`config.mk`:
```
export PLATFORM = sky130hd
export DESIGN_NAME = dwrr_queue_bank
export DESIGN_NICKNAME = d
export VERILOG_FILES = /design/src/rtl/dwrr_queue_bank.sv
export SDC_FILE = /design/constraint.sdc
export NUM_CORES = 1
export LEC_CHECK = 0
export ABC_AREA = 1
export ABC_CLOCK_PERIOD_IN_PS = 10700
export CELL_PAD_IN_SITES_DETAIL_PLACEMENT = 0
export CELL_PAD_IN_SITES_GLOBAL_PLACEMENT = 1
export CORE_UTILIZATION = 51
export CTS_BUF_LIST = sky130_fd_sc_hd__clkbuf_16
export DETAILED_ROUTE_END_ITERATION = 7
export GPL_TIMING_DRIVEN = 0
export PLACE_DENSITY_LB_ADDON = 0.25
export SLEW_MARGIN = 20
export SYNTH_ARGS = -nofsm -noshare
export SYNTH_HDL_FRONTEND = slang
export SYNTH_SLANG_ARGS = --single-unit
```
`constraint.sdc`:
```
create_clock -name clk_i -period 10.7 [get_ports clk_i]
set_input_delay 2.14 -clock clk_i [delete_from_list [all_inputs] [get_ports clk_i]]
set_output_delay 2.14 -clock clk_i [all_outputs]
set_load 0.05 [all_outputs]
```
`src/rtl/dwrr_queue_bank.sv`:
```
// dwrr_queue_bank: bank of NUM_REQS per-flow packet FIFOs feeding a DWRR arbiter.
// Upstream pushes tagged packets. Each non-empty queue raises its req bit. A legal
// one-hot grant pops that queue's head onto a registered output port one cycle later.
// Ports:
//   clk_i        clock; all state is updated on the rising edge
//   rst_ni       synchronous active-low reset
//   in_valid_i   upstream packet valid
//   in_id_i      target queue of the pushed packet
//   in_data_i    packet payload
//   in_ready_o   push is accepted when in_valid_i & in_ready_o (combinational)
//   gnt_i        one-hot grant from the arbiter
//   reqs_o       per-queue non-empty flags (combinational from occupancy)
//   out_valid_o  popped packet valid (registered)
//   out_id_o     queue the popped packet came from
//   out_data_o   popped payload
//   occ_o        packed per-queue occupancy, queue i at [(i+1)*OCCWID-1 : i*OCCWID]
//   proto_err_o  sticky flag for an illegal grant; cleared only by reset
module dwrr_queue_bank #(
    parameter int unsigned NUM_REQS = 4,
    parameter int unsigned DWID     = 8,
    parameter int unsigned DEPTH    = 4,
    parameter int unsigned IDWID    = $clog2(NUM_REQS),
    parameter int unsigned PTRWID   = $clog2(DEPTH),
    parameter int unsigned OCCWID   = $clog2(DEPTH + 1)
) (
    input  logic                       clk_i,
    input  logic                       rst_ni,
    input  logic                       in_valid_i,
    input  logic [IDWID-1:0]           in_id_i,
    input  logic [DWID-1:0]            in_data_i,
    output logic                       in_ready_o,
    input  logic [NUM_REQS-1:0]        gnt_i,
    output logic [NUM_REQS-1:0]        reqs_o,
    output logic                       out_valid_o,
    output logic [IDWID-1:0]           out_id_o,
    output logic [DWID-1:0]            out_data_o,
    output logic [NUM_REQS*OCCWID-1:0] occ_o,
    output logic                       proto_err_o
);

    localparam int unsigned CNTWID = $clog2(NUM_REQS + 1);

    // Storage and per-queue state
    logic [DWID-1:0]   mem_q    [NUM_REQS][DEPTH];
    logic [PTRWID-1:0] wr_ptr_q [NUM_REQS];
    logic [PTRWID-1:0] wr_ptr_d [NUM_REQS];
    logic [PTRWID-1:0] rd_ptr_q [NUM_REQS];
    logic [PTRWID-1:0] rd_ptr_d [NUM_REQS];
    logic [OCCWID-1:0] occ_q    [NUM_REQS];
    logic [OCCWID-1:0] occ_d    [NUM_REQS];

    logic              out_valid_q, out_valid_d;
    logic [IDWID-1:0]  out_id_q,    out_id_d;
    logic [DWID-1:0]   out_data_q,  out_data_d;
    logic              proto_err_q, proto_err_d;

    logic [NUM_REQS-1:0] reqs_c;
    logic [NUM_REQS-1:0] push_c;
    logic [NUM_REQS-1:0] pop_c;
    logic                in_ready_c;
    logic [CNTWID-1:0]   gnt_cnt_c;
    logic                gnt_ok_c;
    logic                gnt_err_c;
    logic [IDWID-1:0]    pop_id_c;
    logic [DWID-1:0]     pop_data_c;

    // Circular pointer advance; DEPTH need not be a power of two
    function automatic logic [PTRWID-1:0] ptr_inc(input logic [PTRWID-1:0] p);
        return (p == PTRWID'(DEPTH - 1)) ? '0 : p + PTRWID'(1);
    endfunction

    // Request flags and push acceptance, from registered occupancy only
    always_comb begin
        in_ready_c = 1'b0;
        push_c     = '0;
        reqs_c     = '0;
        for (int unsigned i = 0; i < NUM_REQS; i++) begin
            reqs_c[i] = (occ_q[i] != '0);
            // Out-of-range ids match no queue and are never ready
            if (32'(in_id_i) == i) begin
                in_ready_c = (occ_q[i] != OCCWID'(DEPTH));
            end
        end
        for (int unsigned i = 0; i < NUM_REQS; i++) begin
            push_c[i] = in_valid_i & in_ready_c & (32'(in_id_i) == i);
        end
    end

    // Grant legality: exactly one bit set, and it must hit a non-empty queue
    always_comb begin
        gnt_cnt_c = '0;
        for (int unsigned i = 0; i < NUM_REQS; i++) begin
            gnt_cnt_c = gnt_cnt_c + CNTWID'(gnt_i[i]);
        end
        gnt_ok_c  = (gnt_cnt_c == CNTWID'(1)) & (|(gnt_i & reqs_c));
        gnt_err_c = (gnt_i != '0) & ~gnt_ok_c;
        pop_c     = gnt_ok_c ? gnt_i : '0;
    end

    // Head-of-line mux for the granted queue
    always_comb begin
        pop_id_c   = '0;
        pop_data_c = '0;
        for (int unsigned i = 0; i < NUM_REQS; i++) begin
            if (pop_c[i]) begin
                pop_id_c   = IDWID'(i);
                pop_data_c = mem_q[i][rd_ptr_q[i]];
            end
        end
    end

    // Next-state for pointers, occupancy and output port
    always_comb begin
        out_valid_d = |pop_c;
        out_id_d    = out_id_q;
        out_data_d  = out_data_q;
        proto_err_d = proto_err_q | gnt_err_c;
        for (int unsigned i = 0; i < NUM_REQS; i++) begin
            wr_ptr_d[i] = push_c[i] ? ptr_inc(wr_ptr_q[i]) : wr_ptr_q[i];
            rd_ptr_d[i] = pop_c[i]  ? ptr_inc(rd_ptr_q[i]) : rd_ptr_q[i];
            occ_d[i]    = occ_q[i] + OCCWID'(push_c[i]) - OCCWID'(pop_c[i]);
        end
        if (|pop_c) begin
            out_id_d   = pop_id_c;
            out_data_d = pop_data_c;
        end
    end

    // State registers with synchronous reset
    always_ff @(posedge clk_i) begin
        if (!rst_ni) begin
            for (int unsigned i = 0; i < NUM_REQS; i++) begin
                wr_ptr_q[i] <= '0;
                rd_ptr_q[i] <= '0;
                occ_q[i]    <= '0;
            end
            out_valid_q <= 1'b0;
            out_id_q    <= '0;
            out_data_q  <= '0;
            proto_err_q <= 1'b0;
        end else begin
            wr_ptr_q    <= wr_ptr_d;
            rd_ptr_q    <= rd_ptr_d;
            occ_q       <= occ_d;
            out_valid_q <= out_valid_d;
            out_id_q    <= out_id_d;
            out_data_q  <= out_data_d;
            proto_err_q <= proto_err_d;
        end
    end

    // Payload storage; stale entries after reset are unreachable since pointers clear
    always_ff @(posedge clk_i) begin
        for (int unsigned i = 0; i < NUM_REQS; i++) begin
            if (push_c[i]) begin
                mem_q[i][wr_ptr_q[i]] <= in_data_i;
            end
        end
    end

    for (genvar g = 0; g < NUM_REQS; g++) begin : g_occ
        assign occ_o[g*OCCWID +: OCCWID] = occ_q[g];
    end

    assign in_ready_o  = in_ready_c;
    assign reqs_o      = reqs_c;
    assign out_valid_o = out_valid_q;
    assign out_id_o    = out_id_q;
    assign out_data_o  = out_data_q;
    assign proto_err_o = proto_err_q;

endmodule

```
# Yosys cells after proc, flatten, opt, wreduce, memory -nomap -nowiden
# Memory sizes are Yosys's and may differ from the RTL's.
# Cells that the tools add are included.
# W data, S select, Z words.
classes:
  n_addsub: 19
  mul: 0
  div_mod_pow: 0
  magnitude_cmp: 12
  n_eq_ne: 16
  shift: 0
  muxes: 57
  n_bitwise: 18
  reduce_logical: 15
op_table:
  columns: ["cell", "count"]
  rows:
  - ["$mux W32", 10]
  - ["$mux W8", 16]
  - ["$reduce_or A32 Y1", 3]
  - ["$bmux W8 S2", 4]
  - ["$demux W8 S2", 4]
  - ["$mux W2", 13]
  - ["$ge A3 B3 Y1 const B", 8]
  - ["$not A2 Y3", 8]
  - ["$eq A2 B2 Y1 const B", 10]
  - ["$add A2 B1 Y2 const B", 8]
  - ["$add A3 B1 Y3", 5]
  - ["$lt A3 B1 Y1 const B", 4]
  - ["$ne A3 B3 Y1 const B", 4]
  - ["$reduce_bool A3 Y1", 4]
  - ["$sub A3 B1 Y3", 4]
  - ["$mux W1", 9]
  - ["$reduce_or A4 Y1", 2]
  - ["$and A1 B1 Y1", 7]
  - ["$and A4 B4 Y4", 1]
  - ["$logic_and A1 B1 Y1", 4]
  - ["$mux W4", 1]
  - ["$reduce_bool A4 Y1", 1]
  - ["$add A2 B1 Y3", 1]
  - ["$eq A3 B1 Y1 const B", 1]
  - ["other kinds (5)", 5]
totals:
  ff_bits: 40
  latchBits: 0
  mem_bits_rw: 128
  romBits: 0
  in_bits: 17
  output_inout_bits: 29
  elab_cells: 154
  mem_count: 1
memory_table:
  columns: ["memory", "depth", "width", "read_ports", "rd_ports_with_merged_regs", "write_ports", "line_no", "source"]
  rows:
  - ["mem_q", 4, 32, 4, 0, 1, "44", "logic [DWID-1:0] mem_q [NUM_REQS][DEPTH];"]

# Depth between registers and ports, before layout
# Gate-level depths: netlist of the first run.
logic_depth:
  word_depth: 13
  depth_mapped: 19

# Worst setup path before layout of the first run
# OpenSTA, ideal clock, no wires.
synth_path:
  kind: "input port to output port"
  start: "in in_id_i[1]"
  end: "out in_ready_o"
  arrival_ns: 3.113
  slack_ns: 5.447
  stages: 5
  n_path_buf: 0
  cell_sequence: "inv_2 nand2_1 clkinv_2 o21ai_2 nor3_2"
synth_between:
  elab_chain_cells: 5
  elab_cells_between_ends: 8
synth_rtl:
  columns: ["item", "line_no", "source"]
  rows:
  - ["start: declaration", "29", "input logic [IDWID-1:0] in_id_i,"]
  - ["$logic_not A2 Y1", "80", "if (32'(in_id_i) == i) begin"]
  - ["$mux W1 (3 in series)", "80", null]
  - ["$mux W1 (*)", "80", null]
  - ["end: declaration", "31", "output logic in_ready_o,"]
# Mark *: on every way between the ends. The rest lies on a longest branch, timed or not.

# Worst setup path after layout of the first run
# Same ends and word-level chain as after synthesis.

==> run summary, run 1 <==
Status: finished, final reports clean
Cts hold-fix bufs: 0
Post-synth top flop: edfxtp_1
Inst Count DP: 915
Seq cells post-synth: 168
Setup repair after global routing missed its margin: no
Die Ht: 122 um
Via count: 5085
Pwr dens: 225 mW/mm^2
Die width: 122 um
GRT Overall Usage: 24.1%
Max capacitance violation total: 0
Crit path cell chain: clkdlybuf4s50_1, inv_2, nand2_1, clkinv_2, o21ai_2, nor3_2, clkdlybuf4s50_1
1st-iter DRT viols: 430
Launching point of the worst reg2reg path: occ_o[7]
Clock Latency Late Sink: 430 ps
Core area: 0.0140 sq mm
Final instance area: 0.00868 sq mm
# clock sinks: 168
Vias per inst: 5.37
Final Critical Period: 6180 ps
Most used cell, CP: clkdlybuf4s50_1
Hold EP: out_data_o[5]
Area leader, netlist: edfxtp_1
Worst-Margin Slew: 847 ps
Sw Pwr: 0.655 mW
Initial core utilization: 52.7%
Top cell type's share of synthesized area: 52.2%
Critical Path RT: 8560 ps
Synth Area per Inst: 10.7 sq um
Aggregate global routing overflow: 0
Cell row count: 43
Synth warn: 0
Input/output buffers: 45
Final Hold Viols: 0
Reg2reg setup slack: 7870 ps
Hold-critical path depth: 2
# DRC: 0
FFs w/ async S/R, synth: 0%
Fin cells: 947
CTS HTree Levels: 4
Post-DP Area: 0.00804 sq mm
Num ports: 46
# diodes: 0
Max rail drop VDD: 0.119 mV
Worst-path clk slew: 70 ps
Top cells by area, synth: edfxtp_1 52%, dfxtp_1 11%, nor2_1 5.4%, ha_1 5.3%, o21ai_0 5.0%
Reg2reg end: occ_o[2]
Hold Startpoint: out_data_o[5]
Startpoint types: primary input
Drt total wl: 16600 um
Comb power frac: 27.3%
Inserted Clock Buffers: 17
Hold WS: 467 ps
Static Leakage: 3.41 nW
Highest clock rate: 162 MHz
CTS tree: done
First-pass GRT wire length: 26100 um
Post-CTS Setup Repair Bufs: 0
CTS Buffer Depth: 2
Clock group share of total power: 32.9%
Largest net degree at the start of global routing: 17
Layout cells sized above 1: 8.60%
Critical path origin: in_id_i[1]
Max-slew violation count: 0
CP Class: in2out
Maximum fanout along the worst path: 6
Worst hold path type: reg2reg
Synthesized net count: 743
WP buf/inv: 4
Initial DRT Pass Iterations: 7
# setup viols final: 0
Area grow syn2layout: 17.8%
Area of the die: 0.0149 sq mm
Sequential fraction of the synthesis area: 63.0%
Max_slew headroom: 43.3%
Slowest stage delay, CP: 840 ps
Tcrit/Tclk final: 57.8%
Vias in the first global route: 5020
R2R cell count: 15
Commonest cells post-synth: 128 x edfxtp_1, 106 x nor2_1, 87 x inv_1, 75 x nand2_1, 74 x o21ai_0
CP delay by family, top: buffers and inverters
Slowest CP cell: clkdlybuf4s50_1
Routed len/inst: 17.6 um
Clock Skew: 10.0 ps
Final setup TNS: 0 ps
Final layout net count: 807
Internal: 1.30 mW
Cell Area, Synth: 0.00737 sq mm
Post-synth EDFFs: 128
Antenna violations before repair: 1
Net Sw Frac: 33.5%
Resized cells post-CTS: 0
Post-detail-place hpwl: 11800 um
CP Capture Type: output port
Final ANT Viol Nets: 0
Most common cell in the netlist: edfxtp_1
Worst Path Arrival: 4040 ps
Mapped Cells: 690
Root Buffer: clkbuf_16
RePlAce Congestion: 0.875
Sequential power share: 39.8%
Post-synthesis cell type count: 34
## flip-flops by register name (all words and copies together) (netlist names)
signal,cells
out_id_o,2
occ_o,12
mem_q,128
wr_ptr_q,8
out_data_o,8
rd_ptr_q,8
proto_err_o,1
out_valid_o,1
## power by group through the flow
| stage | Sequential (mW) | Clock, mW | Combinational (mW) |
|---|---|---|---|
| finish | 0.778 | 0.643 | 0.533 |
| global route | 0.784 | 0.673 | 0.582 |
| CTS | 0.779 | 0.648 | 0.533 |
| detailed placement | 0.792 | 0 | 0.530 |
| global placement | 0.790 | 0 | 0.519 |
| floorplan | 0.861 | 0 | 0.286 |
## final cells by class
cell class              count  area (sq um)
clock inverters            12           135
repair buffers             45           450
multi-input cells         407          2260
plain buffers              21           109
inverters                  94           354
clock buffers              20           500
flip-flops and latches    168          4640
fillers                  1165          5310
well taps                 180           225
## worst max-delay path by stage
| stage | end | slack [ps] | cells after the start |
|---|---|---|---|
| final | in_ready_o | 4520 | 7 |
| after CTS | in_ready_o | 4520 | 7 |
| after floorplan | in_ready_o | 5450 | 5 |
| after global routing | in_ready_o | 4430 | 7 |
| after detailed placement | in_ready_o | 4520 | 7 |
| after global placement | in_ready_o | 4520 | 7 |
## through the flow
step	setup slack (ps)	power, mW	utilization [%]
3_5_place_dp	4520	1.32	57.5
6_report	4520	1.95	62.0
3_3_place_gp	4520	1.31	57.5
4_1_cts	4520	1.96	62.0
5_1_grt	4430	2.04	62.0
2_1_floorplan	5450	1.15	-
## tightest hold or removal path: stages, from the launching register on
cell and delay, ps:
dfxtp_1 310, nand2_1 60, a21oi_1 50
## cell families after synthesis
kind of cell | count (synthesis) | synth area share (%)
adders and majority gates | 36 | 6.62
buffers and inverters | 115 | 6.28
DFF | 168 | 63.0
AOI/OAI and AO/OA | 145 | 10.7
xor gates and xnor gates | 3 | 0.357
and+or+nand+nor | 223 | 13.0
## placed cells by master (no fill, tap or decap), types with 3 or more instances in the layout
cell type / count
nand3_2: 3
clkbuf_16: 20
inv_2: 5
buf_2: 11
a21oi_1: 31
edfxtp_1: 128
clkinv_2: 3
clkdlybuf4s50_1: 45
clkbuf_1: 6
nand4_1: 7
o22ai_1: 27
o21ai_0: 74
inv_1: 88
dfxtp_1: 40
nand3_1: 20
nand2_1: 75
fa_1: 5
ha_1: 31
nand2_2: 3
clkinv_4: 3
nor2_1: 106
o211ai_1: 11
## layer usage
layer | vias up | wire, um | global-route usage [%]
li1 | 2486 | - | -
met1 | 2469 | 7280 | 30.4
met2 | 114 | 8440 | 41.1
met3 | 16 | 658 | 4.35
met4 | 0 | 243 | 9.15
met5 | - | 0 | 0
Power figures use the tool's default switching activity.
==> inputs of run 2 (changes only) <==
--- a/config.mk
+++ b/config.mk
@@ -6,10 +6,10 @@
 export NUM_CORES = 1
 export LEC_CHECK = 0
 export ABC_AREA = 1
-export ABC_CLOCK_PERIOD_IN_PS = 10700
+export ABC_CLOCK_PERIOD_IN_PS = 6500
 export CELL_PAD_IN_SITES_DETAIL_PLACEMENT = 0
 export CELL_PAD_IN_SITES_GLOBAL_PLACEMENT = 1
-export CORE_UTILIZATION = 51
+export CORE_UTILIZATION = 47
 export CTS_BUF_LIST = sky130_fd_sc_hd__clkbuf_16
 export DETAILED_ROUTE_END_ITERATION = 7
 export GPL_TIMING_DRIVEN = 0
==> constraint.sdc (replaced) <==
create_clock -name clk_i -period 6.5 [get_ports clk_i]
set_input_delay 1.3 -clock clk_i [delete_from_list [all_inputs] [get_ports clk_i]]
set_output_delay 1.3 -clock clk_i [all_outputs]
set_load 0.05 [all_outputs]
==> run summary, run 2 (synthesis results as in run 1) <==
Status: finished, final reports clean (unchanged)
Net Sw Frac: 34.5% (was 33.5%)
Area grow syn2layout: 17.2% (was 17.8%)
Root Buffer: clkbuf_16 (unchanged)
Launching point of the worst reg2reg path: occ_o[10] (was occ_o[7])
Die width: 127 um (was 122 um)
Crit path cell chain: clkdlybuf4s50_1, inv_1, fa_1, inv_1, ha_1, ha_1, nor2_1, nand2_1, clkinv_1, nand3_2, inv_2, ha_1, inv_1, ha_1, inv_1, fa_1, xor2_1, o21ai_0, a21oi_1 (was clkdlybuf4s50_1, inv_2, nand2_1, clkinv_2, o21ai_2, nor3_2, clkdlybuf4s50_1)
Layout cells sized above 1: 8.21% (was 8.60%)
Vias in the first global route: 4835 (was 5020)
Worst-Margin Slew: 808 ps (was 847 ps)
Most frequent cells in the layout: 128 x edfxtp_1, 106 x nor2_1, 87 x inv_1 (was 128 x edfxtp_1, 106 x nor2_1, 88 x inv_1)
# DRC: 0 (unchanged)
Setup repair after global routing missed its margin: no (unchanged)
Slowest stage delay, CP: 550 ps (was 840 ps)
Cell row count: 45 (was 43)
Pwr dens: 358 mW/mm^2 (was 225 mW/mm^2)
Final setup TNS: 0 ps (unchanged)
Comb power frac: 28.2% (was 27.3%)
Vias per inst: 5.03 (was 5.37)
Static Leakage: 3.35 nW (was 3.41 nW)
Final Hold Viols: 0 (unchanged)
Slowest CP cell: fa_1 (was clkdlybuf4s50_1)
CTS Buffer Depth: 2 (unchanged)
Initial DRT Pass Iterations: 4 (was 7)
# diodes: 0 (unchanged)
Internal: 2.02 mW (was 1.30 mW)
R2R cell count: 14 (was 15)
Reg2reg setup slack: 3680 ps (was 7870 ps)
# setup viols final: 0 (unchanged)
Max capacitance violation total: 0 (unchanged)
Aggregate global routing overflow: 0 (unchanged)
Hold-critical path depth: 2 (unchanged)
Reg2reg end: occ_o[2] (unchanged)
Clock Skew: 10.0 ps (about the same)
Post-detail-place hpwl: 11800 um (about the same)
RePlAce Congestion: 0.855 (was 0.875)
Power, Total: 3.09 mW (was 1.95 mW)
Routed len/inst: 16.7 um (was 17.6 um)
Largest net degree at the start of global routing: 17 (unchanged)
Cts hold-fix bufs: 0 (unchanged)
GRT Overall Usage: 21.6% (was 24.1%)
Critical path origin: gnt_i[1] (was in_id_i[1])
Commonest non-fill, non-tap cell in the layout: edfxtp_1 (unchanged)
Initial core utilization: 48.3% (was 52.7%)
Final ANT Viol Nets: 0 (unchanged)
Num ports: 46 (unchanged)
Area of the die: 0.0162 sq mm (was 0.0149 sq mm)
Resized cells post-CTS: 0 (unchanged)
First-pass GRT wire length: 25700 um (was 26100 um)
1st-iter DRT viols: 292 (was 430)
CP Class: in2reg (was in2out)
Startpoint types: primary input (unchanged)
Worst-path clk slew: 70 ps (about the same)
Die Ht: 127 um (was 122 um)
Post-CTS Setup Repair Bufs: 0 (unchanged)
CTS tree: done (unchanged)
CP Capture Point: occ_o[2] (was in_ready_o)
Worst Path Arrival: 5080 ps (was 4040 ps)
Sequential power share: 41.4% (was 39.8%)
Input/output buffers: 45 (unchanged)
Critical Path RT: 6810 ps (was 8560 ps)
Core area: 0.0153 sq mm (was 0.0140 sq mm)
Max-slew violation count: 0 (unchanged)
Final layout net count: 807 (unchanged)
Sw Pwr: 1.07 mW (was 0.655 mW)
Worst hold path type: reg2reg (unchanged)
CTS HTree Levels: 4 (unchanged)
Highest clock rate: 210 MHz
Tcrit/Tclk final: 73.3%
Via count: 4923 (was 5085)
Final Critical Period: 4760 ps
Clock group share of total power: 30.4% (was 32.9%)
Max rail drop VDD: 0.195 mV (was 0.119 mV)
Antenna violations before repair: 0 (was 1)
Maximum fanout along the worst path: 10 (was 6)
Clock Latency Late Sink: 430 ps (about the same)
Number of flip-flops in the largest register: 128 (unchanged)
CP Capture Type: flop (was output port)
Drt total wl: 16400 um (was 16600 um)
Max_slew headroom: 46.0% (was 43.3%)
# clock sinks: 168 (unchanged)
Inserted Clock Buffers: 17 (unchanged)
run 2: cell types whose count changed in the layout (fill, tap and decap cells not counted), moves of 2 or more:
cell / delta
inv_6: +2
clkbuf_16: -3
clkinv_1: +4
clkinvlp_4: +3
inv_4: -2
run 2: cell type report:
class	count	area [sq um]
well taps	211	264
clock inverters	15	128
plain buffers	21	109
flip-flops and latches	168	4640
repair buffers	45	450
multi-input cells	407	2260
fillers	1296	6620
clock buffers	17	425
inverters	94	354
run 2: worst max-delay path: cells and delay by family:
family | cells | cell delay, ps
adders and majority gates | 6 | 1760
buffers and inverters | 7 | 1210
and+or+nand+nor | 3 | 420
AOI/OAI and AO/OA | 2 | 210
xor gates and xnor gates | 1 | 170
run 2: stage by stage:
stage	setup slack, ps	cells	area [sq um]	utilization (%)	hold WS, ps
final	1740	978	8640	56.6	471
after global routing	1500	978	8640	56.6	503
after CTS	1750	978	8640	56.6	470
after detailed placement	1290	946	8080	53.0	461
after global placement	1360	946	8080	53.0	460
after floorplan	2130	690	7370	-	474
run 2: metal layers:
layer	vias up	wire length (um)	track usage (%)
li1	2477	-	-
met5	-	0	0
met3	21	515	4.06
met1	2359	7420	27.3
met2	66	8190	37.5
met4	0	244	7.00
run 2: worst min-delay path by stage:
stage / from / end / slack (ps)
2_1_floorplan: wr_ptr_q[7] / wr_ptr_q[7] / 470
3_3_place_gp: out_data_o[5] / out_data_o[5] / 460
3_5_place_dp: out_data_o[5] / out_data_o[5] / 460
4_1_cts: out_data_o[5] / out_data_o[5] / 470
5_1_grt: out_data_o[2] / out_data_o[2] / 500
6_report: out_data_o[3] / out_data_o[3] / 470
run 2: power by group through the flow:
| stage | registers [mW] | clock network (mW) | logic, mW |
|---|---|---|---|
| floorplan | 1.42 | 0 | 0.471 |
| global placement | 1.30 | 0 | 0.859 |
| detailed placement | 1.30 | 0 | 0.873 |
| CTS | 1.28 | 0.949 | 0.878 |
| global route | 1.29 | 0.989 | 0.958 |
| finish | 1.28 | 0.939 | 0.872 |
